==> src/rtl/sobel_stream_core_pkg.sv <==
// Shared constants for the Sobel stream core: magnitude mode encodings and default lane count.
// The optional threshold stage is selected with the SOBEL_THRESHOLD_EN macro.
package sobel_stream_core_pkg;

  localparam logic [1:0] SOBEL_MODE_SUM = 2'd0;
  localparam logic [1:0] SOBEL_MODE_MAX = 2'd1;
  localparam logic [1:0] SOBEL_MODE_GX  = 2'd2;
  localparam logic [1:0] SOBEL_MODE_GY  = 2'd3;

  localparam int NUM_SOBEL_ACCELERATORS = 16;

endpackage

==> src/rtl/sobel_stream_core_lane.sv <==
// One Sobel lane: gradients (S1), absolute values (S2), combine + saturate (S3).
// With SOBEL_THRESHOLD_EN defined, S3 binarises the magnitude against thresh_p1.
module sobel_stream_core_lane
  import sobel_stream_core_pkg::*;
#(
  parameter int PIX_W = 8
) (
  input  logic               clk,
  input  logic               reset,
  input  logic               advance,
  input  logic [3*PIX_W-1:0] win1,
  input  logic [2*PIX_W-1:0] mid_ad,
  input  logic [3*PIX_W-1:0] win3,
  input  logic [1:0]         mode_p1,
`ifdef SOBEL_THRESHOLD_EN
  input  logic [PIX_W-1:0]   thresh_p1,
`endif
  output logic [PIX_W-1:0]   pix_p2
);

  localparam int GW = PIX_W + 4;
  localparam logic [PIX_W-1:0] MAX = '1;

  function automatic logic signed [GW-1:0] ext(input logic [PIX_W-1:0] p);
    return signed'({4'b0000, p});
  endfunction

  function automatic logic [GW-2:0] mag(input logic signed [GW-1:0] g);
    logic signed [GW-1:0] n;
    n = -g;
    return g[GW-1] ? n[GW-2:0] : g[GW-2:0];
  endfunction

  function automatic logic [PIX_W-1:0] sat(input logic [GW-1:0] m);
    return (m > {4'b0000, MAX}) ? MAX : m[PIX_W-1:0];
  endfunction

  logic [PIX_W-1:0] r1a, r1b, r1d, r2a, r2d, r3a, r3b, r3d;
  assign r1a = win1[2*PIX_W +: PIX_W];
  assign r1b = win1[PIX_W +: PIX_W];
  assign r1d = win1[0 +: PIX_W];
  assign r2a = mid_ad[PIX_W +: PIX_W];
  assign r2d = mid_ad[0 +: PIX_W];
  assign r3a = win3[2*PIX_W +: PIX_W];
  assign r3b = win3[PIX_W +: PIX_W];
  assign r3d = win3[0 +: PIX_W];

  logic signed [GW-1:0] gx_c, gy_c, gx_p0, gy_p0;
  logic [GW-2:0]        ax_p1, ay_p1;
  logic [GW-1:0]        sum_c, sel_c;
  logic [GW-2:0]        big_c;
  logic [PIX_W-1:0]     res_c;

  assign gx_c = (ext(r1a) + (ext(r1b) <<< 1) + ext(r1d)) - (ext(r3a) + (ext(r3b) <<< 1) + ext(r3d));
  assign gy_c = (ext(r1a) + (ext(r2a) <<< 1) + ext(r3a)) - (ext(r1d) + (ext(r2d) <<< 1) + ext(r3d));

  // S1 -> S2: signed gradients, then their magnitudes
  always_ff @(posedge clk) begin
    if (advance) begin
      gx_p0 <= gx_c;
      gy_p0 <= gy_c;
      ax_p1 <= mag(gx_p0);
      ay_p1 <= mag(gy_p0);
    end
  end

  always_comb begin
    sum_c = {1'b0, ax_p1} + {1'b0, ay_p1};
    big_c = (ax_p1 >= ay_p1) ? ax_p1 : ay_p1;
    case (mode_p1)
      SOBEL_MODE_SUM: sel_c = sum_c;
      SOBEL_MODE_MAX: sel_c = {1'b0, big_c};
      SOBEL_MODE_GX:  sel_c = {1'b0, ax_p1};
      default:        sel_c = {1'b0, ay_p1};
    endcase
    res_c = sat(sel_c);
`ifdef SOBEL_THRESHOLD_EN
    res_c = (res_c >= thresh_p1) ? MAX : '0;
`endif
  end

  // S3: output pixel, cleared by reset so a fresh stream starts from zero
  always_ff @(posedge clk or posedge reset) begin
    if (reset) begin
      pix_p2 <= '0;
    end else if (advance) begin
      pix_p2 <= res_c;
    end
  end

endmodule

==> src/rtl/sobel_stream_core.sv <==
// Pipelined Sobel core: NUM_LANES lanes, 3-cycle latency, valid/ready with full back-pressure.
// Defining SOBEL_THRESHOLD_EN adds the thresh port and binarised output.
module sobel_stream_core
  import sobel_stream_core_pkg::*;
#(
  parameter int NUM_LANES = NUM_SOBEL_ACCELERATORS,
  parameter int PIX_W     = 8
) (
  input  logic                           clk,
  input  logic                           reset,
  input  logic                           in_valid,
  output logic                           in_ready,
  input  logic [(NUM_LANES+2)*PIX_W-1:0] in_row1,
  input  logic [(NUM_LANES+2)*PIX_W-1:0] in_row2,
  input  logic [(NUM_LANES+2)*PIX_W-1:0] in_row3,
  input  logic [1:0]                     in_mode,
  input  logic                           in_last,
`ifdef SOBEL_THRESHOLD_EN
  input  logic [PIX_W-1:0]               thresh,
`endif
  output logic                           out_valid,
  input  logic                           out_ready,
  output logic [NUM_LANES*PIX_W-1:0]     out_data,
  output logic                           out_last,
  output logic [15:0]                    beat_count
);

  logic       advance;
  logic       vld_p0, vld_p1, vld_p2;
  logic       last_p0, last_p1, last_p2;
  logic [1:0] mode_p0, mode_p1;
`ifdef SOBEL_THRESHOLD_EN
  logic [PIX_W-1:0] thresh_p0, thresh_p1;
`endif

  // The whole pipeline moves as one; a stalled output freezes every stage.
  assign advance   = !vld_p2 || out_ready;
  assign in_ready  = advance;
  assign out_valid = vld_p2;
  assign out_last  = last_p2;

  // S1 -> S2 -> S3 control
  always_ff @(posedge clk or posedge reset) begin
    if (reset) begin
      vld_p0  <= 1'b0;
      vld_p1  <= 1'b0;
      vld_p2  <= 1'b0;
      last_p0 <= 1'b0;
      last_p1 <= 1'b0;
      last_p2 <= 1'b0;
    end else if (advance) begin
      vld_p0  <= in_valid;
      vld_p1  <= vld_p0;
      vld_p2  <= vld_p1;
      last_p0 <= in_last;
      last_p1 <= last_p0;
      last_p2 <= last_p1;
    end
  end

  always_ff @(posedge clk or posedge reset) begin
    if (reset) begin
      beat_count <= 16'd0;
    end else if (vld_p2 && out_ready) begin
      beat_count <= beat_count + 16'd1;
    end
  end

  // Per-beat side data; consumed by S3, so it only needs to reach S2
  always_ff @(posedge clk) begin
    if (advance) begin
      mode_p0   <= in_mode;
      mode_p1   <= mode_p0;
`ifdef SOBEL_THRESHOLD_EN
      thresh_p0 <= thresh;
      thresh_p1 <= thresh_p0;
`endif
    end
  end

  for (genvar c = 0; c < NUM_LANES; c++) begin : g_lane
    sobel_stream_core_lane #(.PIX_W(PIX_W)) u_lane (
      .clk       (clk),
      .reset     (reset),
      .advance   (advance),
      .win1      (in_row1[c*PIX_W +: 3*PIX_W]),
      .mid_ad    ({in_row2[(c+2)*PIX_W +: PIX_W], in_row2[c*PIX_W +: PIX_W]}),
      .win3      (in_row3[c*PIX_W +: 3*PIX_W]),
      .mode_p1   (mode_p1),
`ifdef SOBEL_THRESHOLD_EN
      .thresh_p1 (thresh_p1),
`endif
      .pix_p2    (out_data[c*PIX_W +: PIX_W])
    );
  end

endmodule

==> config.mk <==
export PLATFORM = sky130hd
export DESIGN_NAME = sobel_stream_core
export DESIGN_NICKNAME = d
export VERILOG_FILES = /design/src/rtl/sobel_stream_core_pkg.sv /design/src/rtl/sobel_stream_core_lane.sv /design/src/rtl/sobel_stream_core.sv
export SDC_FILE = /design/constraint.sdc
export NUM_CORES = 2
export LEC_CHECK = 0
export CAP_MARGIN = 20
export CORE_MARGIN = 4
export CORE_UTILIZATION = 24
export CTS_BUF_LIST = sky130_fd_sc_hd__clkbuf_4
export CTS_CLUSTER_SIZE = 12
export DETAILED_ROUTE_END_ITERATION = 7
export PLACE_DENSITY = 0.37
export SYNTH_ARGS = -nofsm -noshare
export SYNTH_HDL_FRONTEND = slang
export SYNTH_SLANG_ARGS = --single-unit
==> constraint.sdc <==
create_clock -name clk -period 26.9 [get_ports clk]
set_input_delay 4.035 -clock clk [delete_from_list [all_inputs] [get_ports clk]]
set_output_delay 4.035 -clock clk [all_outputs]
set_load 0.01 [all_outputs]
* Yosys cells after proc, flatten, opt, wreduce, memory -nomap -nowiden
Cells that the tools add are included.
Word-level totals: input bits 439, bits in read-only memories 0, register bits after elaboration 890, bits in latches 0, bits in writable memories 0, memories kept 0
Cells by class: shift-type cells 0, div/mod/pow operators 0, multiply operators 0, order comparisons 32, bitwise operators 0, add/subtract/negate cells 181, equality and inequality tests 2, reductions and logical operators 4, muxes and demuxes 80
Operators by type and width (number):
- $add A12 B9 Y12 | 50
- $pmux W12 S3 | 16
- $mux W11 | 48
- $add A8 B9 Y10 | 50
- $sub A12 B12 Y12 | 32
- $neg A11 Y11 | 32
- $add A11 B11 Y12 | 16
- $gt A12 B8 Y1 const B | 16
- $ge A11 B11 Y1 | 16
- $mux W8 | 16
- $add A16 B1 Y16 const B | 1
- $eq A2 B1 Y1 const B | 1
- $eq A2 B2 Y1 const B | 1
- $logic_not A2 Y1 | 1
- $logic_and A1 B1 Y1 | 1
- $logic_not A1 Y1 | 1
- $logic_or A1 B1 Y1 | 1

* Longest topological paths before layout
depth in word-level cells 5, gate-level depth with buffers 23, mapped depth without buffers 23

* Cells and area by module
Synthesis repeated with hierarchy kept, for this count alone.
Unflattened totals: cell total of the unflattened synthesis 8426, area, all modules 88980.3 µm²
Modules (own cells, without submodules):
- sobel_stream_core_lane at g_lane[0].u_lane ... | seq. area each 1581.5 µm², area an instance 5392.7 µm², cells an instance 500, instances 8
- sobel_stream_core_lane at g_lane[7].u_lane ... | seq. area each 1581.5 µm², area an instance 5604.1 µm², cells an instance 543, instances 2
- sobel_stream_core_lane at g_lane[9].u_lane | seq. area each 1581.5 µm², area an instance 5698.0 µm², cells an instance 559, instances 1
- sobel_stream_core_lane at g_lane[2].u_lane | seq. area each 1581.5 µm², area an instance 5659.2 µm², cells an instance 540, instances 1
- sobel_stream_core_lane at g_lane[3].u_lane | seq. area each 1581.5 µm², area an instance 5610.4 µm², cells an instance 551, instances 1
- sobel_stream_core_lane at g_lane[6].u_lane | seq. area each 1581.5 µm², area an instance 5592.9 µm², cells an instance 541, instances 1
- sobel_stream_core_lane at g_lane[4].u_lane | seq. area each 1581.5 µm², area an instance 5527.8 µm², cells an instance 539, instances 1
- sobel_stream_core_lane at g_lane[5].u_lane | seq. area each 1581.5 µm², area an instance 5492.8 µm², cells an instance 531, instances 1
- sobel_stream_core | seq. area each 670.6 µm², area an instance 1049.8 µm², cells an instance 79, instances 1

* Least setup slack after synthesis
OpenSTA, ideal clock, no wires.
kind input to output, start point in out_ready, end point out in_ready, stages 6, path buffers 4, slack -2.157 ns, data arrival time 25.022 ns, cells stage by stage nor2b_1 clkbuf_1 inv_1 clkbuf_1 clkbuf_1 clkbuf_1
Between the ends: cells in the longest elaborated chain, start to end 1
Ends and longest elaborated chain:
- start, declared | RTL line sobel_stream_core.sv:22 | input logic out_ready,
- $logic_or A1 B1 Y1 | RTL line sobel_stream_core.sv:37 | assign advance = !vld_p2 || out_ready;
- end, declared | RTL line sobel_stream_core.sv:12 | output logic in_ready,
No other way between the ends.

* Worst setup path after layout
Ends and elaborated chain as after synthesis.

==> run_summary.xml <==
<?xml version="1.0" encoding="UTF-8"?>
<metrics>
  <group name="setup_path">
    <metric name="critPathMaxFanout" unit="">72</metric>
    <metric name="crit_path_cell_trace" unit="">clkdlybuf4s50_1 &gt; nor2b_4 &gt; buf_4 &gt; inv_8 &gt; clkdlybuf4s50_1</metric>
    <metric name="worst_r2r_path_depth" unit="">6</metric>
    <metric name="path_buf_inv" unit="">4</metric>
    <metric name="slowest_stage" unit="">clkdlybuf4s50_1</metric>
    <metric name="worst_setup_path_end_kind" unit="">output pin</metric>
    <metric name="cp.depth" unit="">5</metric>
    <metric name="timing_worst_setup_path_type" unit="">in -&gt; out</metric>
    <metric name="timing.critical_path.arrival" unit="ns">6.49</metric>
    <metric name="cp.required" unit="ns">22.86</metric>
    <metric name="crit_path_start_kind" unit="">input port</metric>
    <metric name="timing.critical_path.max_delay_family" unit="">buffers and inverters</metric>
    <metric name="cp_common_cell" unit="">clkdlybuf4s50_1</metric>
    <metric name="max_stage_delay" unit="ns">0.74</metric>
  </group>
  <group name="status">
    <metric name="status" unit="">completed</metric>
  </group>
  <group name="pwr">
    <metric name="comb_power_share" unit="%">62.4</metric>
    <metric name="swShare" unit="%">46.8</metric>
    <metric name="max-vdd-ir-drop" unit="mV">0.0422</metric>
    <metric name="share_clk_of_total_power" unit="%">11.0</metric>
    <metric name="intPower" unit="W">0.00677</metric>
    <metric name="sequentialPowerShare" unit="%">26.6</metric>
    <metric name="p_per_area" unit="mW/mm^2">120</metric>
    <metric name="total_leakage_power" unit="nW">46.2</metric>
    <metric name="power_switching" unit="W">0.00595</metric>
  </group>
  <group name="cells_and_area">
    <metric name="areaGrowthSynthToFinish" unit="%">17.4</metric>
    <metric name="fin_util" unit="%">28.3</metric>
    <metric name="num-nets-final" unit="">12500</metric>
    <metric name="drive_gt1_share" unit="%">5.54</metric>
  </group>
  <group name="yosys">
    <metric name="postSynth.topFlopCell" unit="">edfxtp_1</metric>
    <metric name="syn_area" unit="mm^2">0.0904</metric>
    <metric name="synth_edf_count" unit="">740</metric>
    <metric name="yosys.cell_types.count" unit="">88</metric>
    <metric name="netlist_top_cells_count" unit="">1502 x inv_1, 1276 x ha_1, 803 x xnor2_1, 740 x edfxtp_1, 644 x a21oi_1</metric>
    <metric name="post_synth.cell_area_avg" unit="um^2">9.35</metric>
    <metric name="yosys.cell_count.top_type" unit="">inv_1</metric>
    <metric name="synth.ff_latch_count" unit="">890</metric>
    <metric name="synth_fp_nets" unit="">11800</metric>
    <metric name="seq_area_frac_synth" unit="%">28.7</metric>
    <metric name="number_of_instances_in_the_synthesized_netlist" unit="">9666</metric>
    <metric name="synthDominantAreaCellType" unit="">edfxtp_1</metric>
    <metric name="synth.yosys.warnings" unit="">0</metric>
    <metric name="synth_top_area_share" unit="%">24.6</metric>
    <metric name="async_reset_ff_share" unit="%">16.9</metric>
    <metric name="post_synth_main_area_contributors" unit="">edfxtp_1 25%, ha_1 18%, fa_1 8.3%</metric>
  </group>
  <group name="grt">
    <metric name="antenna_found_initial" unit="">30</metric>
    <metric name="grt_start_max_net_pins" unit="">183</metric>
    <metric name="grt_first_pass_wirelength" unit="mm">484</metric>
    <metric name="first_global_vias" unit="">72900</metric>
    <metric name="grt_util_all_layers" unit="%">16.8</metric>
    <metric name="grt-ovfl-total" unit="">0</metric>
  </group>
  <group name="timing">
    <metric name="grt_setup_unrepaired" unit="">false</metric>
    <metric name="timing.final.setup_violations" unit="">0</metric>
    <metric name="final.setup.tns" unit="ns">0</metric>
    <metric name="finalCritPeriodShare" unit="%">39.1</metric>
    <metric name="timing.max_slew.rel_slack" unit="%">14.3</metric>
    <metric name="min_period" unit="ns">10.52</metric>
    <metric name="final.setup_skew" unit="ns">0.143</metric>
    <metric name="slew_at_the_pin_closest_to_its_max_slew_limit" unit="ns">1.27</metric>
    <metric name="clock.fmax" unit="MHz">95.0</metric>
    <metric name="final-max-slew-violation-count" unit="">0</metric>
    <metric name="hold_viol" unit="">0</metric>
  </group>
  <group name="clock_tree">
    <metric name="cts_inserted_buffers" unit="">284</metric>
    <metric name="cts-hold-fix-buffers" unit="">0</metric>
    <metric name="clock_sink_count" unit="">890</metric>
    <metric name="clkLatencyLatePin" unit="ns">1.29</metric>
    <metric name="cts.repair_timing.setup_buffer_count" unit="">0</metric>
    <metric name="cts_resized" unit="">0</metric>
    <metric name="number_of_levels_the_h_tree_was_split_into" unit="">5</metric>
    <metric name="clk_pin_slew" unit="ns">0.05</metric>
    <metric name="ctsLongestPathBuffers" unit="">4</metric>
    <metric name="tritoncts_clock_tree" unit="">yes</metric>
    <metric name="cts-root-buf" unit="">clkbuf_4</metric>
  </group>
  <group name="floorplanning">
    <metric name="floorplan.io_pins" unit="">586</metric>
    <metric name="die_height" unit="um">622</metric>
    <metric name="fp-row-count" unit="">225</metric>
    <metric name="floorplan.initialDensity" unit="%">24.1</metric>
    <metric name="chipWidth" unit="um">622</metric>
    <metric name="coreArea" unit="mm^2">0.375</metric>
    <metric name="dieArea" unit="mm^2">0.387</metric>
  </group>
  <group name="min_path">
    <metric name="hold_path_depth" unit="">0</metric>
    <metric name="path_type_of_the_worst_min_delay_path" unit="">reg -&gt; reg</metric>
  </group>
  <group name="route">
    <metric name="viasPerCell" unit="">4.52</metric>
    <metric name="avgRoutedWirePerCell" unit="um">21.3</metric>
    <metric name="route.antenna.remaining_nets" unit="">0</metric>
    <metric name="drt_iter0_markers" unit="">3408</metric>
    <metric name="routed_wirelength" unit="mm">334</metric>
    <metric name="via_count" unit="">71000</metric>
    <metric name="dr.pass1.iters" unit="">5</metric>
    <metric name="detail_route.drc_violations" unit="">0</metric>
  </group>
  <group name="place">
    <metric name="portBuffers" unit="">585</metric>
    <metric name="place_hpwl" unit="mm">281</metric>
    <metric name="globalplace.congestion" unit="">0.875</metric>
  </group>
  <group name="job">
    <metric name="maxCapViolCount" unit="">0</metric>
  </group>
</metrics>
## registers in the layout, indices dropped and copies added, names as in the netlist
signal / flops
g_lane.u_lane.gx_p0: 192
mode_p1: 2
vld_p1: 1
g_lane.u_lane.pix_p2: 128
g_lane.u_lane.ax_p1: 176
mode_p0: 2
out_valid: 1
beat_count: 16
g_lane.u_lane.ay_p1: 176
vld_p0: 1
out_last: 1
last_p1: 1
g_lane.u_lane.gy_p0: 192
last_p0: 1
## per-stage QoR
| stage | cell area [um^2] | total power [W] | setup WS, ns | hold WS, ns | cells |
|---|---|---|---|---|---|
| 6_report | 106000 | 0.0127 | 16.38 | 0.426 | 15700 |
| 5_1_grt | 106000 | 0.0140 | 16.17 | 0.438 | 15700 |
| 4_1_cts | 106000 | 0.0130 | 16.15 | 0.424 | 15700 |
| 3_5_place_dp | 102000 | 0.0115 | 16.16 | 0.407 | 15200 |
| 3_3_place_gp | 102000 | 0.0114 | 16.18 | 0.410 | 15200 |
| 2_1_floorplan | 90400 | 0.00895 | 8.72 | 0.400 | 9666 |
## layout by cell type (no fill, tap or decap), drive strengths merged, types with 25 or more instances in the layout
cell type / count
a211oi: 67
a21boi: 76
a21o: 172
a21oi: 646
a31oi: 57
buf: 50
clkbuf: 408
clkdlybuf4s50: 585
clkinv: 80
dfrtp: 150
edfxtp: 740
fa: 376
ha: 1276
inv: 1509
mux2i: 116
nand2: 519
nand2b: 149
nand3: 116
nor2: 593
nor2b: 193
nor3: 184
o211ai: 53
o21a: 71
o21ai: 575
o21bai: 100
o22a: 73
o311ai: 25
o31ai: 139
or3: 130
xnor2: 803
xor2: 206
## layout make-up
| cell class | count | area (um^2) |
|---|---|---|
| repair buffers | 636 | 6260 |
| clock inverters | 98 | 551 |
| inverters | 1502 | 5660 |
| clock buffers | 407 | 3060 |
| flip-flops and latches | 890 | 26000 |
| well taps | 4994 | 6250 |
| diodes | 17 | 42.5 |
| multi-input cells | 7142 | 58300 |
| fillers | 39600 | 269000 |
## layer usage
metal,GRT usage [%],wire length (um),up-vias
met5,0,120,-
met4,5.16,10500,16
met3,2.25,11100,408
met2,29.3,162000,1201
met1,21.5,150000,34100
li1,-,-,35300
## power by group through the flow
stage | clock network, W | logic (W) | registers, W
6_report | 0.00140 | 0.00794 | 0.00338
5_1_grt | 0.00156 | 0.00896 | 0.00348
4_1_cts | 0.00149 | 0.00807 | 0.00340
3_5_place_dp | 0 | 0.00802 | 0.00343
3_3_place_gp | 0 | 0.00796 | 0.00342
2_1_floorplan | 0 | 0.00575 | 0.00320
## path summary, 6_finish.rpt
kind                       slack, ns                                       to                   from
min reg2reg                     0.43                     mode_p1[1]$_DFFE_PP_   mode_p0[1]$_DFFE_PP_
max in group asynchronous      21.83  g_lane[12].u_lane.pix_p2[3]$_DFFE_PP0P_                  reset
min                             0.43                     mode_p1[1]$_DFFE_PP_   mode_p0[1]$_DFFE_PP_
max reg2reg                    22.22     g_lane[15].u_lane.gx_p0[4]$_DFFE_PP_  out_valid$_DFFE_PP0P_
min in group asynchronous       3.36  g_lane[15].u_lane.pix_p2[0]$_DFFE_PP0P_                  reset
max                            16.38                                 in_ready              out_ready
## cells by family after synthesis
group	after synthesis	synth area share [%]
flip-flops	890	28.7
buffers and inverters	1634	6.79
multiplexers	146	1.73
XOR/XNOR	1009	9.78
AO/OA/AOI/OAI	2307	16.3
AND/OR/NAND/NOR	2021	10.6
adder cells (fa/ha/maj)	1659	26.1
(Power assumes the default switching activity.)
